==> config.mk <==
export PLATFORM = sky130hd
export DESIGN_NAME = shift_reg_ser_in
export DESIGN_NICKNAME = d
export VERILOG_FILES = /design/src/rtl/shift_reg_ser_in.sv
export SDC_FILE = /design/constraint.sdc
export NUM_CORES = 1
export LEC_CHECK = 0
export BUFFER_PORTS_ARGS = -buffer_cell sky130_fd_sc_hd__buf_4
export CORE_AREA = 8 8 45 47
export CTS_CLUSTER_SIZE = 8
export DETAILED_ROUTE_END_ITERATION = 12
export DIE_AREA = 0 0 53 55
export GPL_ROUTABILITY_DRIVEN = 0
export PLACE_DENSITY = 0.78
export SETUP_SLACK_MARGIN = 0.3
export SYNTH_ARGS = -nofsm -noshare
export SYNTH_HDL_FRONTEND = slang
export SYNTH_SLANG_ARGS = --single-unit
==> constraint.sdc <==
create_clock -name clk -period 1.7 [get_ports clk]
set_input_delay 0.255 -clock clk [delete_from_list [all_inputs] [get_ports clk]]
set_output_delay 0.255 -clock clk [all_outputs]
set_load 0.02 [all_outputs]
==> src/rtl/shift_reg_ser_in.sv <==
// Serial-in, parallel-out receiver: rebuilds LSB-first M-bit words into a valid/ready holding register.
// Optional even-parity framing (one extra bit per frame) is enabled with `define SIPO_PARITY_EN.
module shift_reg_ser_in #(
  parameter int M  = 5,
  parameter int CW = $clog2(M+1)
) (
  input  logic          clk,
  input  logic          reset,
  input  logic          bit_in,
  input  logic          shift,
  input  logic          clear,
  input  logic          ready,
  output logic [M-1:0]  bus_out,
  output logic          valid,
  output logic          overrun,
  output logic [CW-1:0] bit_cnt,
  output logic          parity_err
);

`ifdef SIPO_PARITY_EN
  localparam int            SRW  = M;
  localparam logic [CW-1:0] LAST = CW'(M);
`else
  // The final data bit is taken straight from bit_in, so only M-1 bits need storing.
  localparam int            SRW  = M - 1;
  localparam logic [CW-1:0] LAST = CW'(M - 1);
`endif

  typedef enum logic {IDLE, RECV} state_t;

  state_t         state, state_d;
  logic [SRW-1:0] sr;
  logic [SRW:0]   sh;
  logic [M-1:0]   word;
  logic           do_shift, complete, xfer, load;

  assign sh   = {bit_in, sr};
  assign word = sh[M-1:0];
  assign xfer = valid && ready;
  assign load = complete && (!valid || ready);

  always_comb begin
    state_d  = state;
    do_shift = 1'b0;
    complete = 1'b0;
    if (clear) begin
      state_d = IDLE;
    end else if (shift) begin
      if (bit_cnt == LAST) begin
        complete = 1'b1;
        state_d  = IDLE;
      end else begin
        do_shift = 1'b1;
        state_d  = RECV;
      end
    end
  end

  always_ff @(posedge clk) begin
    if (reset) begin
      state   <= IDLE;
      sr      <= '0;
      bit_cnt <= '0;
      bus_out <= '0;
      valid   <= 1'b0;
      overrun <= 1'b0;
    end else begin
      state <= state_d;
      // A load in the same cycle as a transfer overrides the drop, so no bubble.
      if (xfer) valid <= 1'b0;
      if (load) begin
        bus_out <= word;
        valid   <= 1'b1;
      end
      if (clear) begin
        sr      <= '0;
        bit_cnt <= '0;
        overrun <= 1'b0;
      end else if (complete) begin
        sr      <= '0;
        bit_cnt <= '0;
        if (!load) overrun <= 1'b1;
      end else if (do_shift) begin
        sr      <= sh[SRW:1];
        bit_cnt <= bit_cnt + CW'(1);
      end
    end
  end

`ifdef SIPO_PARITY_EN
  logic par_q;

  // Even parity: XOR over data plus parity bit is 0 for a good frame.
  always_ff @(posedge clk) begin
    if (reset)     par_q <= 1'b0;
    else if (load) par_q <= ^sh;
  end

  assign parity_err = par_q;
`else
  assign parity_err = 1'b0;
`endif

endmodule

==> impl_metrics.csv, run 1 <==
group,metric,value,unit
timing,timing.clock.skew,0.00537,ns
timing,fin_tns_setup,0,ns
power_and_ir_drop,power_leakage,0.000306,uW
power_and_ir_drop,power.share.clock,0.383,
power_and_ir_drop,switchingPower,128,uW
setup_path,r2r_cells,5,
floorplanning,die-area,2920,um^2
layout,drive_above_1_share,0.274,
place,dp.cells,96,
layout,fillerInstances,128,
setup_path,r2r_setup_slack,0.45,ns
power_and_ir_drop,combinationalPowerShare,0.072,
clock_network,clkSinkCount,14,
route,routed-wl-met3,108,um
setup_path,cp.arrival,1.45,ns
yosys,ys_warn_count,0,
hold_path,min_path_cells,2,
run_status,outcome,"complete, no violations",
layout,diodes,0,
timing,maxClockFrequency,801,MHz
route,highest_layer,"met4",
floorplanning,die-width,53,um
setup_path,critical_path.reg2reg.endpoint,"bus_out[1]",
timing,fin_crit,1.25,ns
floorplanning,start_util,0.458,
yosys,synth.distinct_cells,20,
yosys,synth_top_area_cell,"dfxtp_1",
power_and_ir_drop,cellInternalPower,482,uW
clock_network,tritoncts,"yes",
grt,grt_antenna_before_repair,0,
layout,net_total_in_the_final_layout,93,
yosys,ys_seq_area_frac,0.443,
route,remaining_drc_errors,0,
route,number_of_vias_per_cell_after_detailed_routing,4.84,
setup_path,worst_setup_path_start_kind,"flop",
yosys,ys_seq_elements,14,
setup_path,critical-path-slowest-cell,"dfxtp_1",
power_and_ir_drop,pwr_density_cell,766,nW/um^2
yosys,synth.top_cells.by_area,"dfxtp_1 (44%), nand2b_1 (16%), mux2i_1 (7.9%)",
yosys,synth.cell_area,633,um^2
route,met2_wirelength,549,um
clock_network,post_cts.repair.setup_buffers,0,
route,drtPass1Iterations,4,
clock_network,clkLatencyLatePin,0.28,ns
setup_path,timing.critical_path.cells,"inv_1 > ha_4 > nand4b_2 > nor2_4 > mux2i_1",
floorplanning,core_area,1380,um^2
setup_path,timing.critical_path.fanout_max,5,
hold_path,min_path_type,"input port to flop",
setup_path,critPathCaptureType,"flop",
setup_path,worst_ep_required_time,1.90,ns
power_and_ir_drop,sw_frac_of_total,0.210,
grt,overflow,0,
route,wl_per_cell,11.8,um
job,cap_violations,0,
route,drt.antenna.violating_nets,0,
power_and_ir_drop,irDropWorstVdd,0.000444,V
hold_path,timing.hold.worst_endpoint,"valid",
timing,final.period_utilization,0.734,
grt,grt_pass1_vias,428,
clock_network,ctsResizeCount,0,
layout,area_overhead_vs_synth,25.7,%
clock_network,clock-root-buffer,"clkbuf_4",
layout,finalNonFillerCells,100,
grt,pin_count_of_the_biggest_net_entering_global_routing,17,
setup_path,crit-reg2reg-launch,"bit_cnt[0]",
clock_network,cts_hold_buffers,0,
place,place_hpwl,852,um
setup_path,path_class,"flop to flop",
route,route.layer.met1.wl,514,um
power_and_ir_drop,seq_power_share,0.545,
timing,finalSetupViolations,0,
route,routed_wl,1180,um
route,first_iter_violations,9,
floorplanning,die-height,55,um
clock_network,clk_pin_slew_worst_paths,0.08,ns
clock_network,clock_path_buffers,2,
hold_path,hold_path_origin,"reset",
yosys,synth_top_area_frac,0.443,
floorplanning,io_pins,17,
clock_network,cts_buffers,3,
timing,timing_max_transition_violations_final,0,
floorplanning,placement_rows,14,
yosys,avg_cell_area_syn,9.18,um^2
timing,rsz0062_at_grt,"no",
clock_network,cts_max_level,1,
grt,gr-usage-all-layers,0.0872,
route,dr_total_vias,484,
yosys,syn_inst,69,
setup_path,critPathMaxStageDelay,0.34,ns
yosys,synth.net_count,77,
grt,grt_first_pass_wirelength,1860,um
timing,timing_hold_violations_final,0,
place,port_buffers,15,
-- Yosys cell counts --
library cell and instances:
dfxtp_1 14, nor2_4 1, a41oi_1 1, nand2_1 2, buf_2 1, nand3b_1 1
buf_4 1, nor2_1 2, nand2b_1 16, nand3_1 6, clkbuf_1 2, nor2b_1 2
o21ai_0 1, ha_1 2, nand4b_2 1, conb_1 1, a21oi_1 7, or2_1 1
inv_1 2, mux2i_1 5
-- worst max path at each step --
| stage | startpoint | to | cells past startpoint |
|---|---|---|---|
| 2_1_floorplan | bit_cnt[0] | bus_out[0] | 5 |
| 3_3_place_gp | bit_cnt[0] | bus_out[1] | 5 |
| 3_5_place_dp | bit_cnt[0] | bus_out[1] | 5 |
| 4_1_cts | bit_cnt[0] | bus_out[1] | 5 |
| 5_1_grt | bit_cnt[1] | bus_out[1] | 5 |
| 6_report | bit_cnt[0] | bus_out[1] | 5 |
-- registers in the layout (all words and copies together) (netlist names) --
signal   cells
bit_cnt      3
bus_out      5
overrun      1
sr           4
valid        1
-- layout make-up --
cell class / instances / area, um^2 / area share
timing repair buffer: 15 / 113 / 0.142
sequential: 14 / 282 / 0.354
multi-input combinational: 49 / 338 / 0.425
inverter: 2 / 7.51 / 0.00943
clock buffer: 4 / 36.3 / 0.0456
tap: 16 / 20.0 / 0.0252
-- through the flow --
step / power (uW) / setup slack (ns) / hold slack, ns / util / cell area (um^2)
floorplan: 367 / 0.459 / 0.407 / - / 633
global placement: 381 / 0.483 / 0.459 / 0.539 / 746
detailed placement: 381 / 0.446 / 0.459 / 0.539 / 746
CTS: 615 / 0.417 / 0.195 / 0.565 / 782
global route: 640 / 0.328 / 0.195 / 0.575 / 796
finish: 610 / 0.452 / 0.201 / 0.575 / 796
-- per-layer routing --
metal	GRT usage	up-vias
met2	0.127	11
met1	0.101	215
met3	0.0348	2
met5	0	-
met4	0.0647	0
li1	-	256
-- power groups by stage --
stage               Sequential, uW  Combinational [uW]  Clock (uW)
floorplan                      341                26.1           0
detailed placement             340                41.0           0
global placement               340                40.9           0
finish                         332                43.6         234
global route                   333                47.4         259
CTS                            332                41.3         242
-- cell usage in the layout (no fill, tap or decap), drive strengths merged --
cell type  synthesis  routed
inv                2       2
nand2              2       2
nand4b             1       1
clkbuf             2       4
conb               1       1
nand3              6       6
ha                 2       2
dfxtp             14      14
a41oi              1       1
nor2b              2       2
nand2b            16      16
nor2               3       3
mux2i              5       5
o21ai              1       1
nand3b             1       1
buf                2      15
a21oi              7       7
or2                1       1
-- worst max-delay path, delay by kind of cell (launching register included) --
| family | cells | cell delay [ns] |
|---|---|---|
| and+or+nand+nor | 2 | 0.35 |
| DFF | 1 | 0.34 |
| muxes | 1 | 0.21 |
| adders and majority gates | 1 | 0.16 |
| buffers and inverters | 1 | 0.11 |
-- cells by family (layout without fill, tap and decap cells) --
kind of cell,after synthesis,count (layout),synth area share
other,1,1,0.00592
AO/OA/AOI/OAI,9,9,0.0771
flip-flops,14,14,0.443
adder cells (fa/ha/maj),2,2,0.0395
AND/OR/NAND/NOR,32,32,0.312
buffers and inverters,6,21,0.0435
multiplexers,5,5,0.0791
Note: power is estimated with default switching activity, not from simulation.
==> run 2, diff against run 1 <==
Settings changed: CORE_AREA 8 8 45 47 to default, CORE_MARGIN from default to 8, CORE_UTILIZATION from default to 48, DIE_AREA 0 0 53 55 to default, PLACE_DENSITY 0.78 to 0.79.
Clock period 1.7 ns to 1.3 ns, I/O delays scaled along.
==> impl_metrics.csv, run 2 (synthesis gave the netlist of run 1 again) <==
group,metric,value,unit
layout,finish.instance_area,867,um^2
clock_network,clkSinkCount,14,
setup_path,timing.critical_path.cells,"inv_4 > ha_4 > nand4b_4 > nor2_4 > mux2i_1",
setup_path,r2r_cells,5,
setup_path,worst_setup_path_start_kind,"flop",
hold_path,min_path_type,"input port to flop",
layout,layout_top_registers,"bus_out: 5 flops, sr: 4 flops, bit_cnt: 3 flops",
setup_path,cp.arrival,1.36,ns
place,port_buffers,15,
timing,timing_hold_violations_final,0,
floorplanning,start_util,0.499,
route,drt.antenna.violating_nets,0,
timing,finalSetupViolations,0,
setup_path,critPathCaptureType,"flop",
route,number_of_vias_per_cell_after_detailed_routing,5.11,
timing,fin_tns_setup,0,ns
timing,timing.clock.skew,0.00234,ns
route,remaining_drc_errors,0,
setup_path,critPathMaxStageDelay,0.36,ns
grt,gr-usage-all-layers,0.105,
layout,diodes,0,
floorplanning,die-height,52.3,um
layout,layout.cells.most_common_list,"nand2b_1 (16), buf_4 (15), dfxtp_1 (8), a21oi_1 (7), nand3_1 (6)",
layout,largest_reg_flops,5,
job,cap_violations,0,
hold_path,timing.hold.worst_endpoint,"valid",
clock_network,cts_max_level,1,
timing,maxClockFrequency,876,MHz
setup_path,critical_path.reg2reg.endpoint,"bus_out[1]",
grt,overflow,0,
timing,fin_crit,1.14,ns
power_and_ir_drop,power_leakage,0.000347,uW
setup_path,critical-path-slowest-cell,"dfxtp_4",
clock_network,clock_path_buffers,2,
setup_path,timing.critical_path.fanout_max,5,
clock_network,clk_pin_slew_worst_paths,0.09,ns
layout,layout.cells.most_common,"nand2b_1",
power_and_ir_drop,irDropWorstVdd,0.000512,V
layout,fillerInstances,104,
route,first_iter_violations,5,
clock_network,tritoncts,"yes",
clock_network,clock-root-buffer,"clkbuf_4",
place,place_hpwl,895,um
clock_network,cts_hold_buffers,0,
timing,timing_max_transition_violations_final,0,
power_and_ir_drop,pwr_density_cell,944,nW/um^2
place,placement.cell_area,776,um^2
setup_path,worstSetupStartpoint,"bit_cnt[0]",
layout,register_containing_the_most_flip_flops_in_the_final_layout,"bus_out",
grt,grt_first_pass_wirelength,2200,um
layout,drive_above_1_share,0.398,
setup_path,crit-reg2reg-launch,"bit_cnt[0]",
floorplanning,die-width,52.3,um
layout,area_overhead_vs_synth,37.0,%
layout,net_total_in_the_final_layout,97,
grt,grt_antenna_before_repair,0,
clock_network,cts_buffers,3,
floorplanning,core_area,1270,um^2
route,dr_total_vias,526,
timing,final.period_utilization,0.878,
hold_path,min_path_cells,2,
run_status,outcome,"complete, no violations",
route,routed_wl,1290,um
grt,pin_count_of_the_biggest_net_entering_global_routing,17,
floorplanning,die-area,2740,um^2
floorplanning,placement_rows,13,
timing,whs,0.126,ns
power_and_ir_drop,report.power.total,818,uW
timing,rsz0062_at_grt,"yes",
setup_path,r2r_setup_slack,0.16,ns
grt,grt_pass1_vias,516,
floorplanning,io_pins,17,
setup_path,path_class,"flop to flop",
hold_path,hold_path_origin,"reset",
setup_path,worst_ep_required_time,1.52,ns
clock_network,clkLatencyLatePin,0.29,ns
route,wl_per_cell,12.6,um
route,drtPass1Iterations,4,
==> run 2: cell types whose count changed in the layout (fill, tap and decap cells not counted), sizes merged <==
cell / change
buf: +4
==> run 2: timing repair <==
item | 4_1_cts | 5_1_grt
resized for setup | 7 | 3
setup buffers | 4 | 0
pin swaps | 2 | 0
setup endpoints to repair | 15 | 21
==> run 2: report_power, final <==
group	switching [uW]	internal (uW)
registers	2.92	427
logic	32.6	35.1
clock network	150	171
total	186	632
==> run 2: per-stage QoR <==
step | instances | util | setup slack (ns)
3_5_place_dp | 95 | 0.611 | 0.128
5_1_grt | 103 | 0.683 | 0.0797
3_3_place_gp | 95 | 0.611 | 0.152
2_1_floorplan | 69 | - | 0.178
6_report | 103 | 0.683 | 0.158
4_1_cts | 103 | 0.680 | 0.151
==> run 2: how the worst max path moves through the flow <==
| stage | endpoint | slack, ns | depth (start not counted) |
|---|---|---|---|
| 2_1_floorplan | bus_out[0] | 0.18 | 5 |
| 3_3_place_gp | bus_out[1] | 0.15 | 5 |
| 3_5_place_dp | bus_out[1] | 0.13 | 5 |
| 4_1_cts | bus_out[1] | 0.15 | 5 |
| 5_1_grt | bus_out[4] | 0.08 | 5 |
| 6_report | bus_out[1] | 0.16 | 5 |
==> run 2: layer usage <==
metal	part of all wire	up-vias	track usage
met4	0.031	0	0.0776
li1	-	266	-
met2	0.44	12	0.154
met3	0.061	5	0.0341
met5	0	-	0
met1	0.47	243	0.124
==> run 2: worst max-delay path, delay by kind of cell (launching register included) <==
family,cells,cell delay (ns)
flops,1,0.36
simple gates,2,0.30
mux,1,0.21
fa+ha+maj,1,0.14
buf+inv,1,0.06
==> run 2: area by class of cell <==
type / instances / area [um^2] / share of cell area
clock buffer: 4 / 36.3 / 0.0418
inverter: 2 / 10.0 / 0.0115
multi-input combinational: 49 / 349 / 0.403
sequential: 14 / 295 / 0.341
tap: 15 / 18.8 / 0.0216
timing repair buffer: 19 / 158 / 0.182
